**config.mk**
```make
export PLATFORM = sky130hd
export DESIGN_NAME = sequenciador_posicionamento
export DESIGN_NICKNAME = d
export VERILOG_FILES = /design/src/rtl/sequenciador_posicionamento.sv
export SDC_FILE = /design/constraint.sdc
export NUM_CORES = 1
export LEC_CHECK = 0
export CAP_MARGIN = 5
export CORE_MARGIN = 3
export CORE_UTILIZATION = 45
export CTS_BUF_LIST = sky130_fd_sc_hd__clkbuf_4 sky130_fd_sc_hd__clkbuf_8
export CTS_CLUSTER_DIAMETER = 30
export DETAILED_ROUTE_END_ITERATION = 6
export GPL_ROUTABILITY_DRIVEN = 0
export PLACE_DENSITY = 0.7
export SLEW_MARGIN = 20
export SYNTH_ARGS = -nofsm -noshare
export SYNTH_HDL_FRONTEND = slang
export SYNTH_SLANG_ARGS = --single-unit
```
**constraint.sdc**
```tcl
create_clock -name clk -period 1.65 [get_ports clk]
set_input_delay 0.33 -clock clk [delete_from_list [all_inputs] [get_ports clk]]
set_output_delay 0.33 -clock clk [all_outputs]
set_load 0.01 [all_outputs]
```
**src/rtl/sequenciador_posicionamento.sv**
```systemverilog
// Fleet placement sequencer: steps both players through their ships, hands each
// confirmed placement to the validator and reacts to its verdict or a timeout.
module sequenciador_posicionamento #(
    parameter int N_PECAS     = 11,
    parameter int TIMEOUT     = 64,
    parameter int ERRO_CICLOS = 8
) (
    input  logic       clk,
    input  logic       rst_n,
    input  logic       confirma,
    input  logic [3:0] x_in,
    input  logic [3:0] y_in,
    input  logic       direcao_in,
    input  logic [2:0] orientacao_in,
    input  logic       val_ready,
    input  logic       val_conflito,
    output logic       val_enable,
    output logic [2:0] val_tipo,
    output logic [3:0] val_x,
    output logic [3:0] val_y,
    output logic       val_direcao,
    output logic [2:0] val_orientacao,
    output logic       val_jogador,
    output logic [3:0] indice_peca,
    output logic       erro,
    output logic       ocupado,
    output logic       fim_posicionamento
);

    localparam int TW = (TIMEOUT > 1) ? $clog2(TIMEOUT) : 1;
    localparam int EW = (ERRO_CICLOS > 1) ? $clog2(ERRO_CICLOS) : 1;

    localparam logic [2:0] ESPERA  = 3'd0;
    localparam logic [2:0] DISPARA = 3'd1;
    localparam logic [2:0] AGUARDA = 3'd2;
    localparam logic [2:0] ACEITA  = 3'd3;
    localparam logic [2:0] ERRO    = 3'd4;
    localparam logic [2:0] TROCA   = 3'd5;
    localparam logic [2:0] FIM     = 3'd6;

    logic [2:0]    r_state;
    logic [2:0]    w_next;
    logic [TW-1:0] r_timer;
    logic [EW-1:0] r_erro_cnt;
    logic          r_confirma_q;
    logic          w_edge;
    logic          w_ultima;
    logic [3:0]    r_indice;
    logic          r_jogador;
    logic [3:0]    r_x;
    logic [3:0]    r_y;
    logic          r_dir;
    logic [2:0]    r_ori;
    logic          r_val_enable;
    logic          r_ocupado;
    logic          r_erro;
    logic          r_fim;

    // Fixed fleet order: one carrier, two battleships, three seaplanes, two cruisers, three submarines.
    function automatic logic [2:0] tipo_de(input logic [3:0] idx);
        logic [2:0] t;
        case (idx)
            4'd0:                t = 3'd0;
            4'd1, 4'd2:          t = 3'd1;
            4'd3, 4'd4, 4'd5:    t = 3'd2;
            4'd6, 4'd7:          t = 3'd3;
            default:             t = 3'd4;
        endcase
        return t;
    endfunction

    assign w_edge   = confirma & ~r_confirma_q;
    assign w_ultima = (r_indice == 4'(N_PECAS - 1));

    // Next-state selection; a conflict outranks a simultaneous ready.
    always_comb begin
        w_next = r_state;
        case (r_state)
            ESPERA: begin
                if (w_edge) w_next = DISPARA;
                else        w_next = ESPERA;
            end
            DISPARA: w_next = AGUARDA;
            AGUARDA: begin
                if (val_conflito)                      w_next = ERRO;
                else if (val_ready)                    w_next = ACEITA;
                else if (r_timer == TW'(TIMEOUT - 1))  w_next = ERRO;
                else                                   w_next = AGUARDA;
            end
            ACEITA: begin
                if (w_ultima) w_next = r_jogador ? FIM : TROCA;
                else          w_next = ESPERA;
            end
            ERRO: begin
                if (r_erro_cnt == EW'(ERRO_CICLOS - 1)) w_next = ESPERA;
                else                                     w_next = ERRO;
            end
            TROCA:   w_next = ESPERA;
            FIM:     w_next = FIM;
            default: w_next = ESPERA;
        endcase
    end

    // State, placement datapath and registered status outputs.
    always_ff @(posedge clk or negedge rst_n) begin
        if (!rst_n) begin
            r_state      <= ESPERA;
            r_timer      <= '0;
            r_erro_cnt   <= '0;
            r_confirma_q <= 1'b0;
            r_indice     <= 4'd0;
            r_jogador    <= 1'b0;
            r_x          <= 4'd0;
            r_y          <= 4'd0;
            r_dir        <= 1'b0;
            r_ori        <= 3'd0;
            r_val_enable <= 1'b0;
            r_ocupado    <= 1'b0;
            r_erro       <= 1'b0;
            r_fim        <= 1'b0;
        end else begin
            r_confirma_q <= confirma;
            r_state      <= w_next;
            r_val_enable <= (w_next == DISPARA);
            r_ocupado    <= (w_next == DISPARA) || (w_next == AGUARDA);
            r_erro       <= (w_next == ERRO);
            r_fim        <= (w_next == FIM);
            case (r_state)
                ESPERA: begin
                    if (w_edge) begin
                        r_x   <= x_in;
                        r_y   <= y_in;
                        r_dir <= direcao_in;
                        r_ori <= orientacao_in;
                    end
                end
                DISPARA: r_timer <= '0;
                AGUARDA: begin
                    r_timer    <= r_timer + TW'(1);
                    r_erro_cnt <= '0;
                end
                ACEITA: begin
                    if (!w_ultima) r_indice <= r_indice + 4'd1;
                end
                ERRO:   r_erro_cnt <= r_erro_cnt + EW'(1);
                TROCA: begin
                    r_indice  <= 4'd0;
                    r_jogador <= 1'b1;
                end
                default: ;
            endcase
        end
    end

    assign val_enable         = r_val_enable;
    assign val_tipo           = tipo_de(r_indice);
    assign val_x              = r_x;
    assign val_y              = r_y;
    assign val_direcao        = r_dir;
    assign val_orientacao     = r_ori;
    assign val_jogador        = r_jogador;
    assign indice_peca        = r_indice;
    assign erro               = r_erro;
    assign ocupado            = r_ocupado;
    assign fim_posicionamento = r_fim;

endmodule

```
==> flow_metrics.env <==
export IMPL_synth_area_um2=1610
export IMPL_synth_top_family_by_area="simple AND/OR/NAND/NOR gates"
export IMPL_setup_ws_ns=-0.0922
export IMPL_cts_tree="yes"
export IMPL_grt_usage=0.170
export IMPL_p_clk_frac=0.154
export IMPL_period_share=1.06
export IMPL_violations="negative setup slack"
export IMPL_cpPeakStageDelay_ns=0.43
export IMPL_drive_above_1_share=0.265
export IMPL_htree_levels=2
export IMPL_place_area_um2=2110
export IMPL_p_int_w=0.00249
export IMPL_ir_worst_vdd_v=0.000868
export IMPL_clk_pin_slew_ns=0.11
export IMPL_power_frac_seq=0.353
export IMPL_nets=218
export IMPL_use_met1=0.195
export IMPL_drt_pass1_iter_count=4
export IMPL_synthAdderAreaFrac=0.0465
export IMPL_dp_hpwl_mm=2.48
export IMPL_cts_root_buf="clkbuf_4"
export IMPL_power_density_nw_per_um2=1650
export IMPL_tightestPinTransition_ns=0.419
export IMPL_core_area_um2=3390
export IMPL_syn_nets=158
export IMPL_cp_buffers_inverters=1
export IMPL_first_iter_violations=33
export IMPL_cpMaxStageDelayCell="dfrtp_1"
export IMPL_synth_top_area_frac=0.527
export IMPL_p_leak_nw=1.06
export IMPL_vias_per_cell=5.25
export IMPL_grt_max_degree=35
export IMPL_gr_usage_met3=0.0578
export IMPL_synthToLayoutAreaGrowth_pct=41.4
export IMPL_synth_common_cells="dfrtp_1, mux2_2, nand2_1"
export IMPL_crit_chain="ha_1 -> nor2_1 -> a21oi_1 -> nor2_1 -> buf_2"
export IMPL_p_sw_frac=0.342
export IMPL_crit_top_cell="nor2_1"
export IMPL_synthSimpleGateAreaFrac=0.150
export IMPL_finalPower_w=0.00378
export IMPL_dr_total_vias=1270
export IMPL_syn_inst=135
export IMPL_die_y_um=65.9
export IMPL_drv_slew=0
export IMPL_hold_viol=0
export IMPL_synth_compound_area_share=0.120
export IMPL_yosysUniqueCellTypes=40
export IMPL_synth_edf_count=0
export IMPL_fin_crit_ns=1.74
export IMPL_crit_required_ns=1.32
export IMPL_synthTopCellsByArea="dfrtp_1, mux2_2, ha_1"
export IMPL_fill_cells=252
export IMPL_p_sw_w=0.00129
export IMPL_route_detailed_drc=0
export IMPL_ys_warn_count=0
export IMPL_worstSetupStartpointType="register"
export IMPL_rsz0062_at_grt="yes"
export IMPL_synth_seq_cells=34
export IMPL_cts_sinks=34
export IMPL_stdcell_area_um2=2280
export IMPL_fmax_mhz=574
export IMPL_synthXorXnorAreaFrac=0.0109
export IMPL_hp_class="in2async"
export IMPL_worstSetupEndpointType="primary output"
export IMPL_drv_cap=0
export IMPL_cts_buffers=5
export IMPL_cp_arrival_ns=1.41
export IMPL_critical_path_class="reg2out"
export IMPL_first_global_vias=1205
export IMPL_power_frac_comb=0.493
export IMPL_num_antenna_cells=0
export IMPL_start_util=0.476
export IMPL_grtUsageMet2=0.299
export IMPL_clock_latency_ns=0.33
export IMPL_die_area_um2=4340
export IMPL_grt_first_pass_wirelength_mm=5.62
export IMPL_synth_area_per_cell_um2=12.0
export IMPL_ant_nets=0
export IMPL_slew_headroom=0.721
export IMPL_ios=41
export IMPL_routed_wl_mm=3.51
export IMPL_synthArstFlopShare=1.00
export IMPL_ys_seq_area_frac=0.527
export IMPL_cp_max_fo=3
export IMPL_port_buffers=40
export IMPL_ys_flop_type="dfrtp_1"
export IMPL_cts_max_path_buffers=2
export IMPL_muxShareOfSynthArea=0.109
export IMPL_die_w_um=65.9
export IMPL_finalSetupViolations=2
export IMPL_grt_overflow_total=0
export IMPL_synth_most_common_cell="dfrtp_1"
export IMPL_yosysTopAreaCell="dfrtp_1"
export IMPL_cp_top_family="flip-flops"
export IMPL_clock_skew_ns=0.0119
export IMPL_grt_busiest_layer="met2"
export IMPL_rows=21
export IMPL_antenna_found_initial=0
export IMPL_status="finished, violations left"
export IMPL_wl_per_cell_um=14.5
power by group through the flow:
stage                     clock network (W)  logic, W  registers (W)
final                              0.000583   0.00186        0.00133
after global routing               0.000648   0.00202        0.00137
after CTS                          0.000601   0.00176        0.00133
after detailed placement                  0   0.00176        0.00136
after global placement                    0   0.00170        0.00133
after floorplan                           0  0.000833        0.00143
what timing repair did:
item	in CTS	in global routing
setup endpoints to repair	7	11
hold buffers	0	0
gates resized for setup	13	12
setup buffers	3	5
pin swaps	1	3
gates cloned	0	0
registers in the layout, indices dropped and copies added (netlist names):
| name | count |
|---|---|
| val_x | 4 |
| val_direcao | 1 |
| indice_peca | 4 |
| val_orientacao | 3 |
| r_erro_cnt | 3 |
| r_confirma_q | 1 |
| r_state | 3 |
| val_y | 4 |
| val_enable | 1 |
| val_jogador | 1 |
| erro | 1 |
| r_timer | 6 |
| fim_posicionamento | 1 |
| ocupado | 1 |
final cells by class:
| cell class | count | area, µm² | share of cell area |
|---|---|---|---|
| flip-flops and latches | 34 | 853 | 0.374 |
| repair buffers | 58 | 537 | 0.235 |
| clock inverters | 3 | 40.0 | 0.0175 |
| clock buffers | 5 | 37.5 | 0.0164 |
| inverters | 6 | 22.5 | 0.00987 |
| well taps | 46 | 57.6 | 0.0252 |
| multi-input cells | 90 | 734 | 0.322 |
logic make-up after synthesis:
family,count (synthesis)
compound gates,26
mux,16
xor+xnor,2
simple gates,40
fa+ha+maj,6
buf+inv,11
flops,34
path summary, 6_finish.rpt:
check | endpoint | slack [ns] | startpoint | cells past startpoint
worst max-delay path | val_tipo[0] | -0.09 | indice_peca[1] | 5
worst min-delay path | val_y[0] | 0.40 | rst_n | 2
worst max register to register | erro | 0.06 | r_timer[0] | 5
worst min register to register | val_orientacao[2] | 0.49 | val_orientacao[2] | 1
max in group asynchronous | indice_peca[3] | 0.92 | rst_n | 2
min in group clk | val_orientacao[2] | 0.49 | val_orientacao[2] | 1
per-layer routing:
metal	vias to the layer above	part of all wire
met1	620	0.41
met4	0	0.011
met2	38	0.52
met5	-	0
li1	606	-
met3	6	0.057
cells in the final DEF, fill, tap and decap left out, drive strengths merged, types with 2 or more instances in the layout:
master and instances:
nand2b 2, ha 6, or2 2, clkinv 2, nand4 2, nor2b 2, nand3 4, nor3b 2
nand3b 2, o21ai 8, clkbuf 5, clkdlybuf4s15 2, o21bai 2, a21oi 4, and3b 2, a22o 6
mux2i 3, dlymetal6s2s 3, dfrtp 34, buf 20, nor2 7, nand2 10, inv 6, clkdlybuf4s50 33
mux2 13
metrics by stage:
step	TNS [ns]	setup WS (ns)	hold WS [ns]	utilization	std cells
CTS	-0.198	-0.0999	0.410	0.651	237
global placement	-0.213	-0.127	0.467	0.623	226
floorplan	0	0.176	0.0344	-	135
global route	-0.354	-0.203	0.412	0.673	242
detailed placement	-0.546	-0.150	0.476	0.623	226
finish	-0.128	-0.0922	0.401	0.673	242
No activity file was read; power rests on OpenSTA's default activity.
